File: config.mk
export PLATFORM = sky130hd
export DESIGN_NAME = tour_cmd
export DESIGN_NICKNAME = d
export VERILOG_FILES = /design/src/rtl/tour_cmd.sv
export SDC_FILE = /design/constraint.sdc
export NUM_CORES = 1
export LEC_CHECK = 0
export CAP_MARGIN = 20
export CORE_ASPECT_RATIO = 0.9
export CORE_MARGIN = 1
export CORE_UTILIZATION = 40
export CTS_CLUSTER_SIZE = 12
export DETAILED_ROUTE_END_ITERATION = 10
export PLACE_DENSITY = 0.76
export SLEW_MARGIN = 20
export SYNTH_ARGS = -nofsm -noshare
export SYNTH_HDL_FRONTEND = slang
export SYNTH_SLANG_ARGS = --single-unit
File: constraint.sdc
create_clock -name clk -period 2.7 [get_ports clk]
set_input_delay 0.405 -clock clk [delete_from_list [all_inputs] [get_ports clk]]
set_output_delay 0.405 -clock clk [all_outputs]
set_load 0.03 [all_outputs]
File: src/rtl/tour_cmd.sv
`default_nettype none
// ============================================================================
// tour_cmd : knight-tour move sequencer and UART/tour command mux   rev 1.0
// ============================================================================
module tour_cmd #(
  parameter int         NUM_MOVES  = 24,
  parameter logic [3:0] OP_MOVE    = 4'h2,
  parameter logic [3:0] OP_FANFARE = 4'h3,
  parameter logic [7:0] RESP_MID   = 8'h5A,
  parameter logic [7:0] RESP_DONE  = 8'hA5
) (
  input  logic        clk,
  input  logic        rst_n,
  input  logic        start_tour,
  input  logic [7:0]  move,
  output logic [4:0]  mv_indx,
  input  logic [15:0] cmd_UART,
  input  logic        cmd_rdy_UART,
  input  logic        clr_cmd_rdy,
  input  logic        send_resp,
  output logic [15:0] cmd,
  output logic        cmd_rdy,
  output logic [7:0]  resp
);

  localparam logic [4:0] LAST_INDX = 5'(NUM_MOVES - 1);
  localparam logic [7:0] HEAD_N    = 8'h00;
  localparam logic [7:0] HEAD_W    = 8'h3F;
  localparam logic [7:0] HEAD_S    = 8'h7F;
  localparam logic [7:0] HEAD_E    = 8'hBF;

  typedef enum logic [2:0] {
    IDLE   = 3'd0,
    VERT   = 3'd1,
    VERT_W = 3'd2,
    HORZ   = 3'd3,
    HORZ_W = 3'd4
  } state_t;

  state_t      state, state_nxt;
  logic [4:0]  indx_nxt;
  logic        rdy_r, rdy_nxt;
  logic [15:0] vert_r, vert_nxt;
  logic [15:0] horz_r, horz_nxt;
  logic [7:0]  v_head, h_head;
  logic [3:0]  v_sq, h_sq;
  logic [15:0] v_dec, h_dec;

  // Lowest set bit wins; each leg is a heading plus a square count.
  always_comb begin
    v_head = HEAD_N;
    v_sq   = 4'd0;
    h_head = HEAD_E;
    h_sq   = 4'd0;
    casez (move)
      8'b???????1: begin v_head = HEAD_N; v_sq = 4'd2; h_head = HEAD_E; h_sq = 4'd1; end
      8'b??????10: begin v_head = HEAD_N; v_sq = 4'd2; h_head = HEAD_W; h_sq = 4'd1; end
      8'b?????100: begin v_head = HEAD_N; v_sq = 4'd1; h_head = HEAD_W; h_sq = 4'd2; end
      8'b????1000: begin v_head = HEAD_S; v_sq = 4'd1; h_head = HEAD_W; h_sq = 4'd2; end
      8'b???10000: begin v_head = HEAD_S; v_sq = 4'd2; h_head = HEAD_W; h_sq = 4'd1; end
      8'b??100000: begin v_head = HEAD_S; v_sq = 4'd2; h_head = HEAD_E; h_sq = 4'd1; end
      8'b?1000000: begin v_head = HEAD_S; v_sq = 4'd1; h_head = HEAD_E; h_sq = 4'd2; end
      8'b10000000: begin v_head = HEAD_N; v_sq = 4'd1; h_head = HEAD_E; h_sq = 4'd2; end
      default:     begin v_head = HEAD_N; v_sq = 4'd0; h_head = HEAD_E; h_sq = 4'd0; end
    endcase
  end

  assign v_dec = {OP_MOVE, v_head, v_sq};
  assign h_dec = {OP_FANFARE, h_head, h_sq};

  always_ff @(posedge clk) begin
    if (!rst_n) begin
      state   <= IDLE;
      mv_indx <= 5'd0;
      rdy_r   <= 1'b0;
      vert_r  <= 16'd0;
      horz_r  <= 16'd0;
    end else begin
      state   <= state_nxt;
      mv_indx <= indx_nxt;
      rdy_r   <= rdy_nxt;
      vert_r  <= vert_nxt;
      horz_r  <= horz_nxt;
    end
  end

  // In VERT/HORZ, rdy_r low marks the first cycle of the state: the leg is
  // captured (VERT) and cmd_rdy is raised on the following edge.
  always_comb begin
    state_nxt = state;
    indx_nxt  = mv_indx;
    rdy_nxt   = rdy_r;
    vert_nxt  = vert_r;
    horz_nxt  = horz_r;
    case (state)
      IDLE: begin
        rdy_nxt = 1'b0;
        if (start_tour) begin
          state_nxt = VERT;
          indx_nxt  = 5'd0;
        end
      end
      VERT: begin
        if (!rdy_r) begin
          if (move == 8'h00) begin
            state_nxt = IDLE;
            indx_nxt  = 5'd0;
          end else begin
            rdy_nxt  = 1'b1;
            vert_nxt = v_dec;
            horz_nxt = h_dec;
          end
        end else if (clr_cmd_rdy) begin
          state_nxt = VERT_W;
          rdy_nxt   = 1'b0;
        end
      end
      VERT_W: begin
        if (send_resp) state_nxt = HORZ;
      end
      HORZ: begin
        if (!rdy_r) begin
          rdy_nxt = 1'b1;
        end else if (clr_cmd_rdy) begin
          state_nxt = HORZ_W;
          rdy_nxt   = 1'b0;
        end
      end
      HORZ_W: begin
        if (send_resp) begin
          if (mv_indx == LAST_INDX) begin
            state_nxt = IDLE;
            indx_nxt  = 5'd0;
          end else begin
            state_nxt = VERT;
            indx_nxt  = mv_indx + 5'd1;
          end
        end
      end
      default: begin
        state_nxt = IDLE;
        indx_nxt  = 5'd0;
        rdy_nxt   = 1'b0;
      end
    endcase
  end

  always_comb begin
    cmd     = cmd_UART;
    cmd_rdy = cmd_rdy_UART;
    case (state)
      IDLE:         begin cmd = cmd_UART; cmd_rdy = cmd_rdy_UART; end
      VERT:         begin cmd = rdy_r ? vert_r : v_dec; cmd_rdy = rdy_r; end
      VERT_W:       begin cmd = vert_r; cmd_rdy = rdy_r; end
      HORZ, HORZ_W: begin cmd = horz_r; cmd_rdy = rdy_r; end
      default:      begin cmd = cmd_UART; cmd_rdy = 1'b0; end
    endcase
  end

  assign resp = ((state == IDLE) ||
                 (state == HORZ_W && send_resp && mv_indx == LAST_INDX)) ? RESP_DONE : RESP_MID;

endmodule
`default_nettype wire

==> impl_metrics.tcl, run 1 <==
set metrics [dict create \
    clk_pin_slew_ps 90 \
    final-hold-violation-count 0 \
    ctsHoldBuffers 0 \
    dp.cells 254 \
    yosys-top-cells-count "21 x nand2_1, 14 x a21oi_1, 14 x dfxtp_1" \
    drive_above_1_share_pct 17.4 \
    ant_nets 0 \
    startpoint_type "flip-flop" \
    ys_types 51 \
    avgSynthCellArea_um2 7.42 \
    fp.dieH_um 54.2 \
    fin_ws_ps 134 \
    yosysSeqAreaShare_pct 23.2 \
    grt_pass1_wl_um 5220 \
    cts_tree "built" \
    postLayoutCoreUtil_pct 65.1 \
    fin_worst_skew_ps 3.33 \
    numCtsBuffers 3 \
    stdcell_count 258 \
    ir_worst_vdd_mv 0.279 \
    fp.dieArea_um2 3250 \
    root_buffer "clkbuf_4" \
    worstHoldPathType "reg2reg" \
    synthArstFlopShare_pct 0 \
    fillers 247 \
    hpwlAfterDp_um 2650 \
    grt.overflow.total 0 \
    cts.htree.levels 1 \
    timing.final.crit_share_pct 95.0 \
    drt_wl_total_um 3420 \
    end_kind "output pin" \
    wire_per_inst_um 13.2 \
    critical_path_arrival_ps 2160 \
    final.setup.tns_ps 0 \
    grt_util_all_layers_pct 21.3 \
    yosysMostFrequentCell "nand2_1" \
    grt_max_degree 20 \
    clockBufferDepth 2 \
    place.gp.congestion 0.798 \
    report.final.slew_viol_count 0 \
    worstSetupPathType "reg2out" \
    via_per_inst 5.49 \
    grt_setup_unrepaired "no" \
    tightest_slew_ps 603 \
    core_area_um2 2820 \
    port_buffers 59 \
    status "complete, no violations" \
    grt_pass1_vias 1196 \
    place_area_um2 1790 \
    antenna_found_initial 0 \
    yosysWarningCount 0 \
    drc 0 \
    synth_flop_cell "dfxtp_1" \
    die_w_um 59.9 \
    initial_core_util_pct 42.9 \
    required_ps 2300 \
    synth_largest_area_cell "dfxtp_1" \
    io_pins 60 \
    synth_cells 163 \
    maxSlewHeadroom_pct 59.7 \
    final_nets 250 \
    cts_sinks 14 \
    synth_nets 194 \
    setup_viol 0 \
    synth-seq-cells 14 \
    rows 18 \
    area_growth_pct 51.6 \
    synth-edff-count 0 \
    final_cell_area_um2 1830 \
    p_leak_nw 0.731 \
    first_iter_violations 52 \
    synthDominantCellAreaShare_pct 23.2 \
    critPathMaxFanout 13 \
    synthTopCellsByArea "dfxtp_1 23%, nand2_1 6.5%, a21oi_1 5.8%" \
    power_density_nw_per_um2 425 \
    diodes 0 \
    maxCapViolations 0 \
    maxClockFrequency_mhz 390 \
    drtPass1Iterations 4 \
    period_minus_slack_ps 2570 \
    vias 1417 \
    synth_area_um2 1210 \
    clock_latency_ps 290 \
    post-place-ws_ps 194 \
]
## placed cells by master, fill, tap and decap left out, types with 5 or more instances in the layout
| cell type | n |
|---|---|
| clkdlybuf4s50_1 | 37 |
| nand2_1 | 21 |
| buf_4 | 20 |
| a21oi_1 | 14 |
| dfxtp_1 | 12 |
| o21ai_0 | 9 |
| dlygate4sd2_1 | 8 |
| inv_1 | 6 |
| nand2b_1 | 6 |
| nand3_1 | 6 |
| a21o_1 | 6 |
| nor2b_1 | 5 |
| a21boi_0 | 5 |
## worst max-delay path: stages, from the launching register on
cell             delay (ps)
dfxtp_2                 490
buf_4                   190
mux2_2                  330
a32oi_1                 150
o21ai_0                 110
clkdlybuf4s50_1         600
## metal layers
metal / vias to the layer above / share of wire [%] / global-route usage (%)
met5: - / 0 / 0
met4: 0 / 1.3 / 7.75
met3: 5 / 6.3 / 3.61
met2: 52 / 47 / 36.3
met1: 659 / 46 / 27.0
li1: 701 / - / -
## registers in the layout (all words and copies together) (netlist names)
| register | cells |
|---|---|
| rdy_r | 1 |
| mv_indx | 5 |
| vert_r | 3 |
| horz_r | 2 |
| state | 3 |
## what timing repair did
item / in CTS / in global routing
endpoints found under the setup margin: 10 / 9
buffers inserted: 0 / 0
gates resized for setup: 10 / 5
## metrics by stage
step / total power [W] / hold WS [ps]
after CTS: 0.000777 / 485
after floorplan: 0.000486 / 444
final: 0.000778 / 484
after detailed placement: 0.000635 / 469
after global routing: 0.000820 / 501
after global placement: 0.000628 / 455
## layout make-up
| type | count | area [um^2] | area share (%) |
|---|---|---|---|
| inverters | 6 | 22.5 | 1.23 |
| flip-flops and latches | 14 | 283 | 15.4 |
| well taps | 40 | 50.0 | 2.73 |
| clock buffers | 4 | 36.3 | 1.98 |
| repair buffers | 66 | 603 | 32.9 |
| multi-input cells | 128 | 837 | 45.7 |
## kinds of logic (layout without fill, tap and decap cells)
group	after synthesis	in the layout	share of synthesized area, %
buffers and inverters	21	76	9.01
AOI/OAI and AO/OA	56	56	32.3
xor gates and xnor gates	2	2	1.45
muxes	4	4	3.42
DFF	14	14	23.2
and+or+nand+nor	65	65	29.6
adders and majority gates	1	1	1.04
## path summary, 6_finish.rpt
path,startpoint,end,slack [ps],depth (start not counted)
hold / removal,vert_r[10],vert_r[10],480,2
setup reg to reg,state[1],mv_indx[3],910,6
setup / recovery,state[2],cmd[11],130,5
hold reg to reg,vert_r[10],vert_r[10],480,2
## where the power goes
part           internal, W  switching, W  leakage [nW]  total (W)
Sequential        0.000217     0.0000191         0.115   0.000236
Clock            0.0000824     0.0000748        0.0210   0.000157
Combinational     0.000166      0.000218         0.595   0.000384
Total             0.000465      0.000312         0.731   0.000778
Power figures use the tool's default switching activity.
==> inputs of run 2 (changes only) <==
--- a/config.mk
+++ b/config.mk
@@ -6,7 +6,7 @@
 export NUM_CORES = 1
 export LEC_CHECK = 0
 export CAP_MARGIN = 20
-export CORE_ASPECT_RATIO = 0.9
+export CORE_ASPECT_RATIO = 2
 export CORE_MARGIN = 1
 export CORE_UTILIZATION = 40
 export CTS_CLUSTER_SIZE = 12
==> impl_metrics.tcl, run 2 (synthesized netlist as in run 1, its figures left out) <==
set metrics [dict create \
    status "complete, no violations" \
    maxSlewHeadroom_pct 54.6 \
    grt_setup_unrepaired "no" \
    final-hold-violation-count 0 \
    core_area_um2 2800 \
    final_nets 249 \
    fin_worst_skew_ps 3.89 \
    antenna_found_initial 0 \
    worstHoldPathType "reg2reg" \
    period_minus_slack_ps 2560 \
    maxClockFrequency_mhz 390 \
    initial_core_util_pct 43.1 \
    setup_viol 0 \
    area_growth_pct 50.5 \
    met3_usage_pct 3.34 \
    report.final.slew_viol_count 0 \
    timing.final.crit_share_pct 94.9 \
    maxCapViolations 0 \
    rows 27 \
    sequentialPowerShare_pct 27.5 \
    drtPass1Iterations 4 \
    largest_reg_flops 5 \
    fp.dieH_um 79.7 \
    use_met1_pct 25.0 \
    regMostFlops "mv_indx" \
    end_kind "output pin" \
    drt_wl_total_um 3840 \
    grt_pass1_wl_um 6090 \
    clk_pin_slew_ps 60 \
    vias 1443 \
    cts_tree "built" \
    diodes 0 \
    tightest_slew_ps 679 \
    cts.htree.levels 1 \
    reg_top3 "mv_indx (5), state (3), vert_r (3)" \
    io_pins 60 \
    p_leak_nw 0.721 \
    critical_path_arrival_ps 2160 \
    root_buffer "clkbuf_8" \
    postLayoutCoreUtil_pct 64.9 \
    pwr-share-comb_pct 47.1 \
    grt_util_all_layers_pct 26.9 \
    port_buffers 59 \
    clock_latency_ps 260 \
    numCtsBuffers 3 \
    grt.overflow.total 0 \
    cts_sinks 14 \
    fp.dieArea_um2 3260 \
    grt_use_met2_pct 49.5 \
    first_iter_violations 55 \
    switchingPower_w 0.000322 \
    wire_per_inst_um 15.6 \
    via_per_inst 5.87 \
    p_int_w 0.000514 \
    grt.busiest_layer "met2" \
    worstSetupPathType "reg2out" \
    layout_common_cells "38 x clkdlybuf4s50_1, 21 x nand2_1, 19 x buf_4, 14 x a21oi_1, 13 x dfxtp_1" \
    hpwlAfterDp_um 3060 \
    switching_share_pct 38.6 \
    clockBufferDepth 2 \
    ir_worst_vdd_mv 0.272 \
    drc 0 \
    die_w_um 40.9 \
    critPathMaxFanout 11 \
    ctsHoldBuffers 0 \
    ant_nets 0 \
    place.gp.congestion 0.885 \
    grt_pass1_vias 1406 \
    power_density_nw_per_um2 459 \
    grt_max_degree 20 \
    startpoint_type "flip-flop" \
    required_ps 2300 \
    drive_above_1_share_pct 16.6 \
    final_common_cell "clkdlybuf4s50_1" \
    p_clk_share_pct 25.4 \
    final.setup.tns_ps 0 \
]
## run 2: final timing paths
path,startpoint,depth (start not counted),slack [ps],endpoint
hold / removal,vert_r[10],2,470,vert_r[10]
setup / recovery,state[1],5,140,cmd[0]
hold reg to reg,vert_r[10],2,470,vert_r[10]
setup reg to reg,state[1],6,780,mv_indx[3]
## run 2: metal layers
layer	vias to the layer above	share of wire, %	wire, um
met5	-	0	0
met4	0	3.5	133
met3	12	6.2	237
met2	77	57	2180
met1	658	33	1290
li1	696	-	-
## run 2: cell type report
type	count	area, um^2
Clock buffer	4	55.1
Fill cell	262	985
Inverter	6	22.5
Multi-Input combinational cell	128	831
Sequential cell	14	282
Tap cell	29	36.3
Timing Repair Buffer	65	593
## run 2: timing repair
action                                  in CTS  in global routing
endpoints found under the setup margin       8                  1
setup buffers                                0                  0
endpoints found under the hold margin        0                  0
gates resized for setup                      9                  2
## run 2: power groups by stage
| stage | Sequential, W | Clock (W) | Combinational (W) |
|---|---|---|---|
| after floorplan | 0.000229 | 0 | 0.000257 |
| after CTS | 0.000230 | 0.000213 | 0.000394 |
| after global routing | 0.000232 | 0.000218 | 0.000423 |
| final | 0.000230 | 0.000212 | 0.000393 |
| after global placement | 0.000233 | 0 | 0.000401 |
| after detailed placement | 0.000234 | 0 | 0.000406 |
## run 2: through the flow
step           hold WS, ps  setup WS, ps  power, W  std cells  area [um^2]
2_1_floorplan          444           107  0.000486        163         1210
3_3_place_gp           469           158  0.000635        242         1770
3_5_place_dp           470           115  0.000640        242         1770
4_1_cts                474          44.8  0.000837        246         1820
5_1_grt                499          7.32  0.000873        246         1820
6_report               473           139  0.000836        246         1820
## run 2: critical path, stage by stage, from the launching register on
cell and delay (ps):
dfxtp_1 410, nor2_2 370, xnor2_1 140, nor2b_1 150, a21oi_1 130, clkdlybuf4s50_1 690
==> inputs of run 3 (changes only) <==
--- a/config.mk
+++ b/config.mk
@@ -9,8 +9,10 @@
 export CORE_ASPECT_RATIO = 2
 export CORE_MARGIN = 1
 export CORE_UTILIZATION = 40
+export CTS_BUF_LIST = sky130_fd_sc_hd__clkbuf_4
 export CTS_CLUSTER_SIZE = 12
 export DETAILED_ROUTE_END_ITERATION = 10
+export GPL_TIMING_DRIVEN = 0
 export PLACE_DENSITY = 0.76
 export SLEW_MARGIN = 20
 export SYNTH_ARGS = -nofsm -noshare
==> impl_metrics.tcl, run 3 (synthesized netlist as in run 1, its figures left out) <==
set metrics [dict create \
    drc 0 \
    grt.overflow.total 0 \
    worstHoldPathType "reg2reg" \
    drt_wl_total_um 4090 \
    fp.dieH_um 79.7 \
    grt_util_all_layers_pct 28.0 \
    root_buffer "clkbuf_4" \
    wire_per_inst_um 16.0 \
    worstSetupPathType "reg2out" \
    fin_worst_skew_ps 0.379 \
    diodes 0 \
    grt_max_degree 11 \
    first_iter_violations 63 \
    setup_viol 0 \
    end_kind "output pin" \
    critical_path_arrival_ps 2220 \
    final-hold-violation-count 0 \
    p_total_w 0.000764 \
    critPathMaxFanout 10 \
    final_nets 258 \
    cts.htree.levels 1 \
    clockBufferDepth 2 \
    regMostFlops "mv_indx" \
    layout_common_cells "33 x clkdlybuf4s50_1, 21 x nand2_1, 14 x dlygate4sd2_1, 13 x a21oi_1, 13 x dfxtp_1" \
    tightest_slew_ps 669 \
    clock_latency_ps 290 \
    vias 1521 \
    report.final.slew_viol_count 0 \
    final_common_cell "clkdlybuf4s50_1" \
    ctsHoldBuffers 0 \
    p_leak_nw 0.792 \
    period_minus_slack_ps 2620 \
    cts_sinks 14 \
    port_buffers 58 \
    required_ps 2300 \
    initial_core_util_pct 43.1 \
    grt_setup_unrepaired "no" \
    via_per_inst 5.96 \
    drtPass1Iterations 4 \
    ant_nets 0 \
    postLayoutCoreUtil_pct 67.2 \
    grt_pass1_wl_um 6380 \
    area_growth_pct 55.8 \
    maxClockFrequency_mhz 382 \
    rows 27 \
    core_area_um2 2800 \
    io_pins 60 \
    fp.dieArea_um2 3260 \
    die_w_um 40.9 \
    antenna_found_initial 0 \
    clk_pin_slew_ps 90 \
    maxSlewHeadroom_pct 55.0 \
    cp_cell_sequence "buf_2 > buf_2 > a21oi_1 > o311ai_0 > o21ai_0 > a21oi_1 > clkdlybuf4s15_1" \
    drive_above_1_share_pct 17.3 \
    fillers 247 \
    timing.final.crit_share_pct 97.1 \
    slowest_stage "dfxtp_1" \
    startpoint_type "flip-flop" \
    cts_tree "built" \
    numCtsBuffers 3 \
    maxCapViolations 0 \
    hpwlAfterDp_um 3170 \
    grt_pass1_vias 1516 \
    ir_worst_vdd_mv 0.266 \
    status "complete, no violations" \
    power_density_nw_per_um2 406 \
    place.gp.congestion 0.899 \
    slowest_delay_ps 430 \
    reg_top3 "mv_indx (5), state (3), vert_r (3)" \
    largest_reg_flops 5 \
    worst_hold_slack_ps 480 \
]
## run 3: path summary, 6_finish.rpt
path | from | end | slack [ps] | cells after the start
worst min-delay path | vert_r[10] | vert_r[10] | 480 | 2
worst min register to register | vert_r[10] | vert_r[10] | 480 | 2
worst max register to register | mv_indx[0] | mv_indx[3] | 790 | 7
worst max-delay path | state[2] | cmd[0] | 80 | 7
## run 3: cell type report
class                      instances  area, um^2  area share [%]
tap                               29        36.3            1.93
timing repair buffer              59         567            30.1
clock buffer                       3        22.5            1.20
clock inverter                     1        3.75           0.199
multi-input combinational        128         862            45.8
buffer                            15        87.6            4.65
inverter                           6        22.5            1.20
sequential                        14         282            15.0
## run 3: stage by stage
stage               setup slack [ps]  instances  cell area [um^2]  setup TNS (ps)
finish                          79.3        255              1880               0
global route                    6.21        255              1880               0
CTS                            0.736        254              1860               0
detailed placement              -506        250              1830           -3360
global placement                -451        250              1830           -2860
floorplan                        107        163              1210               0
## run 3: metal layers
metal / GRT usage [%] / wire length (um) / up-vias
li1: - / - / 717
met1: 24.2 / 1290 / 688
met2: 52.8 / 2360 / 97
met3: 3.62 / 282 / 19
met4: 15.7 / 163 / 0
met5: 0 / 0 / -
## run 3: critical path, delay by kind of cell (launching register included)
family                 cells  cell delay [ps]
AO/OA/AOI/OAI              4              540
buffers and inverters      3              940
flip-flops                 1              430
## run 3: power breakdown
| part | switching, W | internal (W) | total, W |
|---|---|---|---|
| clock | 0.0000744 | 0.0000538 | 0.000128 |
| sequential | 0.0000114 | 0.000217 | 0.000228 |
| combinational | 0.000237 | 0.000170 | 0.000408 |
| total | 0.000323 | 0.000441 | 0.000764 |
## run 3: what timing repair did
item	CTS	global route
pin swaps	0	2
endpoints found under the setup margin	22	23
resized for setup	36	14
buffers inserted	0	1
